### config.mk
export PLATFORM = sky130hd
export DESIGN_NAME = fifo_rd_stream_adapter_flat
export DESIGN_NICKNAME = d
export VERILOG_FILES = /design/src/rtl/fifo_pkg.sv /design/src/rtl/fifo_rd_stream_adapter_if.sv /design/src/rtl/fifo_rd_buf.sv /design/src/rtl/fifo_rd_stream_adapter.sv /design/src/flat_wrapper.sv
export SDC_FILE = /design/constraint.sdc
export NUM_CORES = 1
export LEC_CHECK = 0
export CAP_MARGIN = 30
export CORE_MARGIN = 2
export CORE_UTILIZATION = 55
export DETAILED_ROUTE_END_ITERATION = 6
export PLACE_DENSITY = 0.83
export SYNTH_ARGS = -nofsm -noshare
export SYNTH_HDL_FRONTEND = slang
export SYNTH_SLANG_ARGS = --single-unit
### constraint.sdc
create_clock -name clk -period 2.2 [get_ports clk]
set_input_delay 0.22 -clock clk [delete_from_list [all_inputs] [get_ports clk]]
set_output_delay 0.22 -clock clk [all_outputs]
set_load 0.05 [all_outputs]
### src/rtl/fifo_pkg.sv
// Shared definitions for the FIFO read-side stream adapter: default widths
// and a clog2 helper that never returns a zero-width result.
package fifo_pkg;

    localparam int FIFO_WIDTH      = 8;
    localparam int PKT_LEN_DEFAULT = 4;

    // Pointer and counter widths must stay at least 1 bit even for 1- or 2-entry ranges.
    function automatic int clog2_min1(input int n);
        return (n <= 2) ? 1 : $clog2(n);
    endfunction

endpackage

### src/rtl/fifo_rd_stream_adapter_if.sv
// Bundles the FIFO read port and the outgoing valid/ready stream.
// The master modport is the adapter side.
interface fifo_rd_stream_adapter_if #(
    parameter int WIDTH = fifo_pkg::FIFO_WIDTH
);

    logic             fifo_empty;
    logic [WIDTH-1:0] fifo_data;
    logic             fifo_r_en;
    logic             m_valid;
    logic             m_ready;
    logic [WIDTH-1:0] m_data;
    logic             m_last;

    modport master (
        input  fifo_empty, fifo_data, m_ready,
        output fifo_r_en, m_valid, m_data, m_last
    );

    modport slave (
        output fifo_empty, fifo_data, m_ready,
        input  fifo_r_en, m_valid, m_data, m_last
    );

endinterface

### src/rtl/fifo_rd_buf.sv
// Small circular buffer holding prefetched FIFO words; push and pop may
// happen in the same cycle, in which case occupancy is unchanged.
module fifo_rd_buf
    import fifo_pkg::*;
#(
    parameter int WIDTH = FIFO_WIDTH,
    parameter int DEPTH = 3
) (
    input  logic                         clk,
    input  logic                         reset,
    input  logic                         push,
    input  logic [WIDTH-1:0]             push_data,
    input  logic                         pop,
    output logic [$clog2(DEPTH+1)-1:0]   occ,
    output logic [WIDTH-1:0]             head_data
);

    localparam int PTR_W = clog2_min1(DEPTH);
    localparam int OCC_W = $clog2(DEPTH+1);

    logic [WIDTH-1:0] mem [DEPTH];
    logic [PTR_W-1:0] wr_ptr;
    logic [PTR_W-1:0] rd_ptr;

    function automatic logic [PTR_W-1:0] ptr_inc(input logic [PTR_W-1:0] p);
        return (p == PTR_W'(DEPTH-1)) ? '0 : p + PTR_W'(1);
    endfunction

    // Storage is never reset: contents are only observed once occ says they are valid.
    always_ff @(posedge clk) begin
        if (push) begin
            mem[wr_ptr] <= push_data;
        end
    end

    always_ff @(posedge clk or negedge reset) begin
        if (!reset) begin
            wr_ptr <= '0;
            rd_ptr <= '0;
            occ    <= '0;
        end else begin
            if (push) begin
                wr_ptr <= ptr_inc(wr_ptr);
            end
            if (pop) begin
                rd_ptr <= ptr_inc(rd_ptr);
            end
            unique case ({push, pop})
                2'b10:   occ <= occ + OCC_W'(1);
                2'b01:   occ <= occ - OCC_W'(1);
                default: occ <= occ;
            endcase
        end
    end

    assign head_data = mem[rd_ptr];

endmodule

### src/rtl/fifo_rd_stream_adapter.sv
// Drains a synchronous FIFO (1-cycle read latency) into a framed valid/ready
// stream, prefetching into a local buffer to sustain one beat per clock.
module fifo_rd_stream_adapter
    import fifo_pkg::*;
#(
    parameter int WIDTH     = FIFO_WIDTH,
    parameter int BUF_DEPTH = 3,
    parameter int PKT_LEN   = PKT_LEN_DEFAULT
) (
    input  logic                       clk,
    input  logic                       reset,
    input  logic                       en,
    output logic                       busy,
    fifo_rd_stream_adapter_if.master   bus
);

    localparam int OCC_W = $clog2(BUF_DEPTH+1);
    localparam int CNT_W = clog2_min1(PKT_LEN);
    localparam logic [CNT_W-1:0] LAST_BEAT = CNT_W'(PKT_LEN-1);

    logic             inflight;
    logic [OCC_W-1:0] occ;
    logic [WIDTH-1:0] head_data;
    logic [CNT_W-1:0] beat_cnt;
    logic             has_room;
    logic             xfer;

    // Counting in-flight reads against capacity guarantees every capture has a free slot.
    assign has_room      = (int'(occ) + int'(inflight)) < BUF_DEPTH;
    assign bus.fifo_r_en = reset & en & ~bus.fifo_empty & has_room;

    always_ff @(posedge clk or negedge reset) begin
        if (!reset) begin
            inflight <= 1'b0;
        end else begin
            inflight <= bus.fifo_r_en;
        end
    end

    // Read-data stage: the FIFO word arrives one cycle after the issue and is pushed here.
    fifo_rd_buf #(
        .WIDTH (WIDTH),
        .DEPTH (BUF_DEPTH)
    ) u_buf (
        .clk       (clk),
        .reset     (reset),
        .push      (inflight),
        .push_data (bus.fifo_data),
        .pop       (xfer),
        .occ       (occ),
        .head_data (head_data)
    );

    assign bus.m_valid = (occ != '0);
    assign bus.m_data  = bus.m_valid ? head_data : '0;
    assign bus.m_last  = (beat_cnt == LAST_BEAT);
    assign xfer        = bus.m_valid & bus.m_ready;

    always_ff @(posedge clk or negedge reset) begin
        if (!reset) begin
            beat_cnt <= '0;
        end else if (xfer) begin
            beat_cnt <= bus.m_last ? '0 : beat_cnt + CNT_W'(1);
        end
    end

    assign busy = bus.m_valid | inflight;

endmodule
### src/flat_wrapper.sv
// flat-port wrapper written by rule: the top's interface ports become plain ports
module fifo_rd_stream_adapter_flat import fifo_pkg::*;
#(
    parameter int WIDTH     = FIFO_WIDTH,
    parameter int BUF_DEPTH = 3,
    parameter int PKT_LEN   = PKT_LEN_DEFAULT
)
  (clk, reset, en, busy, bus_fifo_empty, bus_fifo_data, bus_m_ready, bus_fifo_r_en, bus_m_valid, bus_m_data, bus_m_last);
  fifo_rd_stream_adapter_if #(.WIDTH(WIDTH)) bus_i ();
  input  logic clk;
  input  logic reset;
  input  logic en;
  output logic busy;
  input wire logic [$bits(bus_i.fifo_empty)-1:0] bus_fifo_empty;
  input wire logic [$bits(bus_i.fifo_data)-1:0] bus_fifo_data;
  input wire logic [$bits(bus_i.m_ready)-1:0] bus_m_ready;
  output wire logic [$bits(bus_i.fifo_r_en)-1:0] bus_fifo_r_en;
  output wire logic [$bits(bus_i.m_valid)-1:0] bus_m_valid;
  output wire logic [$bits(bus_i.m_data)-1:0] bus_m_data;
  output wire logic [$bits(bus_i.m_last)-1:0] bus_m_last;
  assign bus_i.fifo_empty = bus_fifo_empty;
  assign bus_i.fifo_data = bus_fifo_data;
  assign bus_i.m_ready = bus_m_ready;
  assign bus_fifo_r_en = bus_i.fifo_r_en;
  assign bus_m_valid = bus_i.m_valid;
  assign bus_m_data = bus_i.m_data;
  assign bus_m_last = bus_i.m_last;
  fifo_rd_stream_adapter #(.WIDTH(WIDTH), .BUF_DEPTH(BUF_DEPTH), .PKT_LEN(PKT_LEN)) u_core (.clk(clk), .reset(reset), .en(en), .busy(busy), .bus(bus_i));
endmodule
==> results.ini <==
[global_route]
grt_pass1_wl_mm = 3.66
antenna_found_initial = 0
gr-max-usage-layer = met2
grt_max_degree = 12
grt_use_met1 = 0.211
grt_usage = 0.190
grt.met3_usage = 0.0574
grtUsageMet2 = 0.321
grt_overflow = 0
grt_pass1_vias = 841

[setup_path]
cp_max_fo = 5
max_stage_delay_ns = 0.45
worstPathRequired_ns = 1.98
critPathSlowestCell = dfrtp_2
cp.arrival_ns = 1.89
endpoint_kind = output port
crit_type = reg -> out
path_cells = ha_1, ha_4, a2111oi_4, clkbuf_16
critPathBufInv = 1
critPathLaunchType = flop
cp_top_family = adder cells

[route]
ant_nets = 0
vias = 807
dr.pass1.iters = 4
post_drt_via_cell_ratio = 5.17
drc = 0
routed_wl_mm = 2.25
wl_per_cell_um = 14.4
drt_iter0_drc = 8

[power]
finalPower_w = 0.00248
peakVddDrop_v = 0.000956
sw_frac_of_total = 0.421
p_comb_frac = 0.485
pwr-share-seq = 0.379
p_leak_nw = 0.726
p_switching_w = 0.00105
clock_power_share = 0.136
powerDensity_nw_per_um2 = 1380
p_int_w = 0.00144

[timing]
clock_skew_ns = 0.00270
fin_setup_tns_ns = 0
worst_pin_slew_ns = 0.566
layout_setup_ws_ns = 0.0918
setup_violations = 0
fmax_mhz = 474
hold_ws_ns = 0.202
rsz0062_at_grt = no
relSlewSlack = 0.623
hold_viol_final = 0
period_needed_ns = 2.11
layout_worst_path_cycle_share = 0.958
drv_slew = 0

[yosys]
yosysSeqAreaShare = 0.676
netlist_area_um2 = 1400
synth_nets = 106
synth.largest_area_cell = edfxtp_1
yosysMostFrequentCell = edfxtp_1
synth_top_area_frac = 0.515
synth-edff-count = 24
synth_flop_cell = edfxtp_1
synth_common_cells = 24 x edfxtp_1, 10 x nor2_1, 9 x dfrtp_1
synth_seq_cells = 33
synth_warnings = 0
synthTopCellsByArea = edfxtp_1 51%, dfrtp_1 16%, mux2_4 7.5%
ys_types = 22
syn_area_per_cell_um2 = 15.7
netlist_instances = 89
asyncSetResetFlopFracSynth = 0.273

[clocking]
cts_hold_buf = 0
tritoncts = built
clock-root-buffer = clkbuf_4
insertion_delay_ns = 0.32
clk_pin_slew_worst_paths_ns = 0.09
numCtsBuffers = 5
htreeDepth = 2
clock_sinks = 33
clockBufferDepth = 2

[die]
die_w_um = 54.5
die_area_um2 = 2970
rows = 18
coreArea_um2 = 2450
die-height_um = 54.5
ioPinCount = 25
start_util = 0.570

[placement]
gp_congestion = 0.704
place_area_um2 = 1710
dp_hpwl_mm = 1.58
io_buffer_count = 24
dpl_worst_slack_ns = 0.419

[finish]
drive_above_1_share = 0.278
fin_nets = 142
area_growth_syn_to_layout_pct = 28.4
diodes = 0
post-route-cell-area_um2 = 1800

[job]
max_cap_viol_count = 0

[worst_hold_path]
min_path_type = in -> async

[status]
outcome = finished clean

-- worst paths after layout --
path	start	slack (ns)	end	depth (start not counted)
hold reg to reg	u_core.beat_cnt[1]$_DFFE_PN0P_	0.52	u_core.beat_cnt[1]$_DFFE_PN0P_	1
setup / recovery	u_core.u_buf.occ[0]$_DFFE_PN0P_	0.09	bus_fifo_r_en	4
setup reg to reg	u_core.u_buf.occ[0]$_DFFE_PN0P_	0.52	u_core.u_buf.occ[1]$_DFFE_PN0P_	6
hold / removal	reset	0.20	u_core.u_buf.rd_ptr[0]$_DFFE_PN0P_	2
max in group asynchronous	reset	1.85	u_core.u_buf.occ[0]$_DFFE_PN0P_	2
min in group clk	bus_fifo_empty	0.50	u_core.inflight$_DFF_PN0_	2
-- sequential cells by signal, summed over array words and instances, names as in the netlist --
register and cells:
u_core.u_buf.mem 24, u_core.beat_cnt 2, u_core.u_buf.occ 2, u_core.u_buf.rd_ptr 2
u_core.u_buf.wr_ptr 2, u_core.inflight 1
-- cell type report --
type,count,area (µm²)
clock buffers,8,58.8
inverters,3,11.3
repair buffers,31,288
fillers,177,657
multi-input cells,51,455
flip-flops and latches,33,947
well taps,30,37.5
-- stage by stage --
| step | util | instances |
|---|---|---|
| floorplan | - | 89 |
| global placement | 0.695 | 146 |
| detailed placement | 0.695 | 146 |
| CTS | 0.719 | 154 |
| global route | 0.732 | 156 |
| finish | 0.732 | 156 |
-- kinds of logic after synthesis --
group | count (synthesis) | synth area share
xor gates and xnor gates | 3 | 0.0188
DFF | 33 | 0.676
and+or+nand+nor | 20 | 0.0626
adders and majority gates | 4 | 0.0357
buffers and inverters | 5 | 0.0214
AOI/OAI and AO/OA | 7 | 0.0375
muxes | 17 | 0.148
-- metal layers --
metal,vias to the layer above,part of all wire
met4,0,0.019
met3,5,0.034
met5,-,0
met1,386,0.41
li1,399,-
met2,17,0.54
-- worst reg2reg max path: cells and delay by family, from the launching register on --
kind	cells	cell delay [ns]
flip-flops	1	0.45
adder cells (fa/ha/maj)	1	0.34
AO/OA/AOI/OAI	1	0.27
buffers and inverters	2	0.24
XOR/XNOR	1	0.17
AND/OR/NAND/NOR	1	0.15
-- power groups by stage --
stage	combinational, W	clock (W)	sequential, W
2_1_floorplan	0.000942	0	0.000853
3_3_place_gp	0.00115	0	0.000939
3_5_place_dp	0.00118	0	0.000953
4_1_cts	0.00118	0.000348	0.000938
5_1_grt	0.00128	0.000384	0.000963
6_report	0.00120	0.000338	0.000939
-- placed cells by master (no fill, tap or decap), drive strengths merged, types with 2 or more instances in the layout --
master	netlist	final
buf	2	15
nor3	3	3
inv	3	3
clkdlybuf4s50	0	15
dfrtp	9	9
mux2i	8	8
edfxtp	24	24
o21ai	2	2
nor2	11	11
xnor2	2	2
mux2	9	9
clkbuf	0	9
nand2	4	4
a21o	4	4
ha	4	4
-- timing repair --
item                       4_1_cts  5_1_grt
setup endpoints to repair        0        1
gates resized for setup          0        3
buffers inserted                 0        2
No activity file was read; power rests on OpenSTA's default activity.
